$ cat src/rtl/lpf_frame_writer.sv
// Packs even/odd 18-bit pixel pairs into 36-bit words, queues them in a small
// FIFO and writes them to memory one word per flag/done transaction.
//
// Ports:
//   clock, reset       system clock, synchronous active-high reset
//   frame_start        pulse: restart input counters, flush unissued words
//   pixel_in/valid     incoming 18-bit pixel stream
//   wr_flag, wr        memory write request (held until done)
//   wr_x, wr_y         coordinates of the even pixel of the word
//   wr_data            {even, odd} pixel pair
//   done               one-cycle memory acknowledge
//   fifo_count         queued words, including the one in flight
//   overflow           sticky: a word was dropped on a full FIFO
//   frame_done         pulse when the frame's last word is written
module lpf_frame_writer #(
   parameter int WIDTH      = 640,
   parameter int HEIGHT     = 480,
   parameter int FIFO_DEPTH = 8,
   parameter int LOG_FIFO   = 3
) (
   input  logic                clock,
   input  logic                reset,
   input  logic                frame_start,
   input  logic [17:0]         pixel_in,
   input  logic                pixel_valid,
   output logic                wr_flag,
   output logic                wr,
   output logic [9:0]          wr_x,
   output logic [8:0]          wr_y,
   output logic [35:0]         wr_data,
   input  logic                done,
   output logic [LOG_FIFO:0]   fifo_count,
   output logic                overflow,
   output logic                frame_done
);

   typedef enum logic {IDLE, REQ} state_t;

   typedef struct packed {
      logic [9:0]  x;
      logic [8:0]  y;
      logic [35:0] d;
   } ent_t;

   localparam logic [LOG_FIFO:0] DEPTH_C = (LOG_FIFO+1)'(FIFO_DEPTH);

   state_t              state_q;
   logic                flag_q;
   logic [9:0]          wx_q;
   logic [8:0]          wy_q;
   logic [35:0]         wd_q;
   logic                fdone_q;
   logic                ldrop_q;
   logic                ovf_q;

   logic [9:0]          x_q;
   logic [8:0]          y_q;
   logic [17:0]         hold_q;
   logic                fend_q;

   ent_t                mem_q [FIFO_DEPTH];
   logic [LOG_FIFO-1:0] rd_q, rd_d;
   logic [LOG_FIFO-1:0] wp_q, wp_d;
   logic [LOG_FIFO:0]   cnt_q, cnt_d;

   logic accept, push, pop, full, drop, store, last_pix, keep;

   assign accept   = pixel_valid && !frame_start && !fend_q;
   assign push     = accept && x_q[0];
   assign pop      = (state_q == REQ) && done;
   assign full     = (cnt_q == DEPTH_C);
   assign drop     = push && full && !pop;
   assign store    = push && !drop;
   assign last_pix = (x_q == 10'(WIDTH-1)) && (y_q == 9'(HEIGHT-1));

   // An in-flight word survives a flush unless it is acknowledged now.
   always_comb begin
      rd_d  = rd_q;
      wp_d  = wp_q;
      cnt_d = cnt_q;
      keep  = 1'b0;
      if (pop) rd_d = rd_q + 1'b1;
      if (frame_start) begin
         keep  = (state_q == REQ) && !done;
         wp_d  = rd_d + LOG_FIFO'(keep);
         cnt_d = (LOG_FIFO+1)'(keep);
      end else begin
         if (store) wp_d = wp_q + 1'b1;
         cnt_d = cnt_q + (LOG_FIFO+1)'(store)
               - (LOG_FIFO+1)'(pop);
      end
   end

   always_ff @(posedge clock) begin
      if (store) mem_q[wp_q] <= '{x: {x_q[9:1], 1'b0},
                                  y: y_q,
                                  d: {hold_q, pixel_in}};
   end

   always_ff @(posedge clock) begin
      if (reset) begin
         x_q    <= '0;
         y_q    <= '0;
         hold_q <= '0;
         fend_q <= 1'b0;
         rd_q   <= '0;
         wp_q   <= '0;
         cnt_q  <= '0;
         ovf_q  <= 1'b0;
      end else begin
         rd_q  <= rd_d;
         wp_q  <= wp_d;
         cnt_q <= cnt_d;
         if (drop) ovf_q <= 1'b1;
         if (frame_start) begin
            x_q    <= '0;
            y_q    <= '0;
            hold_q <= '0;
            fend_q <= 1'b0;
         end else if (accept) begin
            if (!x_q[0]) hold_q <= pixel_in;
            if (x_q == 10'(WIDTH-1)) begin
               x_q <= '0;
               if (y_q == 9'(HEIGHT-1)) begin
                  y_q    <= '0;
                  fend_q <= 1'b1;
               end else begin
                  y_q <= y_q + 1'b1;
               end
            end else begin
               x_q <= x_q + 1'b1;
            end
         end
      end
   end

   always_ff @(posedge clock) begin
      if (reset) begin
         state_q <= IDLE;
         flag_q  <= 1'b0;
         wx_q    <= '0;
         wy_q    <= '0;
         wd_q    <= '0;
         fdone_q <= 1'b0;
         ldrop_q <= 1'b0;
      end else begin
         fdone_q <= 1'b0;
         unique case (state_q)
            IDLE: begin
               if (cnt_q != '0 && !frame_start) begin
                  wx_q    <= mem_q[rd_q].x;
                  wy_q    <= mem_q[rd_q].y;
                  wd_q    <= mem_q[rd_q].d;
                  flag_q  <= 1'b1;
                  state_q <= REQ;
               end
            end
            REQ: begin
               if (done) begin
                  flag_q  <= 1'b0;
                  state_q <= IDLE;
                  if (wx_q == 10'(WIDTH-2) && wy_q == 9'(HEIGHT-1))
                     fdone_q <= 1'b1;
               end
            end
            default: state_q <= IDLE;
         endcase
         // Last word lost: report the frame once the queue has drained.
         if (frame_start) begin
            ldrop_q <= 1'b0;
         end else if (drop && last_pix) begin
            ldrop_q <= 1'b1;
         end else if (ldrop_q && fend_q && cnt_q == '0 && state_q == IDLE) begin
            ldrop_q <= 1'b0;
            fdone_q <= 1'b1;
         end
      end
   end

   assign wr_flag    = flag_q;
   assign wr         = flag_q;
   assign wr_x       = wx_q;
   assign wr_y       = wy_q;
   assign wr_data    = wd_q;
   assign fifo_count = cnt_q;
   assign overflow   = ovf_q;
   assign frame_done = fdone_q;

endmodule

$ cat config.mk
export PLATFORM = sky130hd
export DESIGN_NAME = lpf_frame_writer
export DESIGN_NICKNAME = d
export VERILOG_FILES = /design/src/rtl/lpf_frame_writer.sv
export SDC_FILE = /design/constraint.sdc
export NUM_CORES = 1
export LEC_CHECK = 0
export BUFFER_PORTS_ARGS = -buffer_cell sky130_fd_sc_hd__buf_4
export CAP_MARGIN = 20
export CORE_MARGIN = 5
export CORE_UTILIZATION = 33
export DETAILED_ROUTE_END_ITERATION = 10
export PLACE_DENSITY = 0.44
export SYNTH_ARGS = -nofsm -noshare
export SYNTH_HDL_FRONTEND = slang
export SYNTH_SLANG_ARGS = --single-unit
export TNS_END_PERCENT = 100
$ cat constraint.sdc
create_clock -name clock -period 9.2 [get_ports clock]
set_clock_uncertainty 0.1 [all_clocks]
set_input_delay 0 -clock clock [delete_from_list [all_inputs] [get_ports clock]]
set_output_delay 0 -clock clock [all_outputs]
set_load 0.01 [all_outputs]
==> results.json <==
{
  "hold_path_class": "primary input to flip-flop",
  "grt_usage_pct": 15.2,
  "r2r_setup_slack_ns": 5.87,
  "p_int_mw": 3.97,
  "via_count": 11000,
  "seqPwrFrac_pct": 53.0,
  "slowest_stage": "dfxtp_4",
  "p_leak_nw": 7.17,
  "max_stage_delay_ns": 0.94,
  "initial_utilization_pct": 33.1,
  "nNetsFinal": 1368,
  "ys_ff_latch": 539,
  "powerDensity_nw_per_um2": 207,
  "r2r-end": "wr_data[32]",
  "reg2regPathDepth": 4,
  "synthSimpleGateAreaFrac_pct": 5.86,
  "grtUsageMet2_pct": 25.2,
  "routedWlPerCell_um": 23.6,
  "ys_warn_count": 0,
  "grt_pass1_vias": 11400,
  "worstPathArrival_ns": 3.69,
  "synth-xor-area-share_pct": 0.818,
  "startpoint_type": "flip-flop",
  "coreArea_um2": 61400,
  "yosys-top-cells-area": "edfxtp_1 64%, dfxtp_1 11%, mux4_2 6.1%",
  "ys_top_cells_by_count": "432 x edfxtp_1, 108 x mux2i_1, 107 x dfxtp_1, 82 x nor2_1",
  "ys_types": 53,
  "crit_end": "wr_data[32]",
  "synth_ff_type": "edfxtp_1",
  "path_cells": "buf_12 -> mux4_2 -> a211oi_1 -> nor3_1",
  "synthMuxAreaShare_pct": 11.5,
  "numCtsBuffers": 57,
  "asyncSetResetFlopFracSynth_pct": 0,
  "fin_cells": 2173,
  "die_w_um": 258,
  "cts_tree": "yes",
  "netSwitchingFraction_pct": 19.9,
  "path_class": "flip-flop to flip-flop",
  "synth_most_common_cell": "edfxtp_1",
  "grt_max_degree": 121,
  "drive_gt1_share_pct": 19.3,
  "vdd_drop_max_v": 0.000113,
  "synth_edf_count": 432,
  "cts.clk_slew.worst_paths_ns": 0.06,
  "placed_cells": 2042,
  "power_mw": 4.95,
  "diodes": 0,
  "cts_htree_levels": 2,
  "period_share_pct": 36.2,
  "gp_congestion": 0.710,
  "synth_top_family_by_area": "multiplexers",
  "drt-initial-drc-count": 635,
  "period_needed_ns": 3.33,
  "clkSinkCount": 539,
  "cp-startpoint": "rd_q[1]",
  "synth_fa_ha_area_share_pct": 0.714,
  "worst_skew_pair.late_latency_ns": 0.61,
  "post-dp-hpwl_um": 27100,
  "cap_viol_max_count": 0,
  "antenna_found_initial": 0,
  "clkPwrFrac_pct": 45.6,
  "p_sw_uw": 988,
  "grt_overflow": 0,
  "tns_ns": 0,
  "syn2layout_area_growth_pct": 17.8,
  "maxSlewViolCount": 0,
  "worstPathMaxFanout": 120,
  "grtUsageMet1_pct": 21.4,
  "root_buffer": "clkbuf_16",
  "synth_top_area_cell": "edfxtp_1",
  "drt-pass1-iter-count": 4,
  "synth_top_area_share_pct": 63.8,
  "met3_usage_pct": 2.00,
  "regToRegStartpoint": "rd_q[1]",
  "outcome": "complete, no violations",
  "end_kind": "flip-flop",
  "drc_errors": 0,
  "rsz0062_at_grt": "false",
  "postSynthAreaPerCell_um2": 16.7,
  "syn_nets": 1254,
  "cts_resized": 0,
  "required_ns": 9.56,
  "synth_compound_area_share_pct": 5.05,
  "port-buffer-count": 84,
  "final_antenna_net_count": 0,
  "setup_violations": 0,
  "die_h_um": 258,
  "routed_wl_um": 51300,
  "postSynthCellCount": 1220,
  "worst_pin_slew_ns": 1.01,
  "num_rows": 91,
  "fmax_mhz": 300,
  "seq_area_frac_synth_pct": 74.3,
  "hold_viol_final": 0,
  "grt_busiest_layer": "met2",
  "grt_pass1_wl_um": 76500,
  "maxSlewHeadroom_pct": 32.3,
  "clockBufferDepth": 3,
  "ioPinCount": 86,
  "pwr-share-comb_pct": 1.4,
  "netlist_area_um2": 20300,
  "vias_per_cell": 5.07,
  "die_area_um2": 66700
}
-- area by class of cell --
type / count / area (um^2)
Fill cell: 5634 / 37400
Sequential cell: 539 / 15100
Inverter: 11 / 41.3
Clock buffer: 85 / 1650
Tap cell: 790 / 988
Timing Repair Buffer: 128 / 1040
Multi-Input combinational cell: 597 / 4920
Clock inverter: 23 / 193
-- critical path, delay by kind of cell (launching register included) --
family	cells	cell delay, ns
buf+inv	1	0.71
simple gates	1	0.10
flops	1	0.94
compound gates	1	0.52
mux	1	0.60
-- power by group through the flow --
stage	registers [mW]	clock network, mW	logic [mW]
floorplan	2.68	0	0.0250
global placement	2.68	0	0.0618
detailed placement	2.68	0	0.0622
CTS	2.63	2.32	0.0704
global route	2.63	2.42	0.0753
finish	2.63	2.26	0.0684
-- cell families (layout without fill, tap and decap cells) --
| group | Yosys count | after routing |
|---|---|---|
| other cells | 1 | 1 |
| buf+inv | 84 | 247 |
| xor+xnor | 19 | 19 |
| fa+ha+maj | 11 | 11 |
| simple gates | 246 | 246 |
| flops | 539 | 539 |
| compound gates | 156 | 156 |
| mux | 164 | 164 |
-- placed cells by master, fill, tap and decap left out, drive strengths merged, types with 3 or more instances in the layout --
cell | Yosys | final
nor3b | 3 | 3
nand2b | 4 | 4
o22ai | 54 | 54
nor4b | 3 | 3
nand4bb | 3 | 3
nor3 | 57 | 57
a21oi | 30 | 30
xor2 | 6 | 6
ha | 10 | 10
mux2i | 108 | 108
o21ai | 4 | 4
buf | 26 | 105
nor4 | 5 | 5
or3 | 3 | 3
clkbuf | 47 | 85
dfxtp | 107 | 107
nor2 | 83 | 83
a211oi | 58 | 58
inv | 11 | 13
mux4 | 55 | 55
or2 | 4 | 4
xnor2 | 13 | 13
bufinv | 0 | 3
nand2 | 55 | 55
nand3 | 8 | 8
clkinv | 0 | 18
nand4 | 8 | 8
edfxtp | 432 | 432
dlygate4sd3 | 0 | 23
-- stage by stage --
stage	instance area, um^2	hold slack (ns)	setup slack [ns]	utilization [%]
after detailed placement	21900	0.162	5.82	35.7
after global placement	21900	0.156	5.82	35.6
after floorplan	20300	-0.00113	1.92	-
after global routing	24000	0.0843	5.64	39.0
after CTS	24000	0.0580	5.80	39.0
final	24000	0.0932	5.87	39.0
-- per-layer routing --
metal,routed length (um),vias to the layer above
li1,-,5029
met1,23800,5739
met2,24800,182
met3,1490,76
met4,1130,0
met5,0,-
-- registers in the layout, summed over array words and instances, names as in the netlist, 3 cells and up --
signal / cells
wr_data: 36
x_q: 10
wr_y: 9
hold_q: 18
wp_q: 3
rd_q: 3
y_q: 9
wr_x: 9
fifo_count: 4
mem_q: 432
-- timing repair --
item,CTS,global route
setup buffers,0,0
hold endpoints to repair,238,0
hold buffers,23,0
-- worst min path at each step --
stage	depth (start not counted)	start	endpoint	slack, ns
2_1_floorplan	0	pixel_in[0]	mem_q[0][0]	-0.001
3_3_place_gp	1	pixel_in[12]	mem_q[1][12]	0.16
3_5_place_dp	1	pixel_in[12]	mem_q[1][12]	0.16
4_1_cts	2	pixel_in[4]	mem_q[3][4]	0.06
5_1_grt	2	pixel_in[3]	mem_q[5][3]	0.08
6_report	2	pixel_in[4]	mem_q[3][4]	0.09
Note: power is estimated with default switching activity, not from simulation.
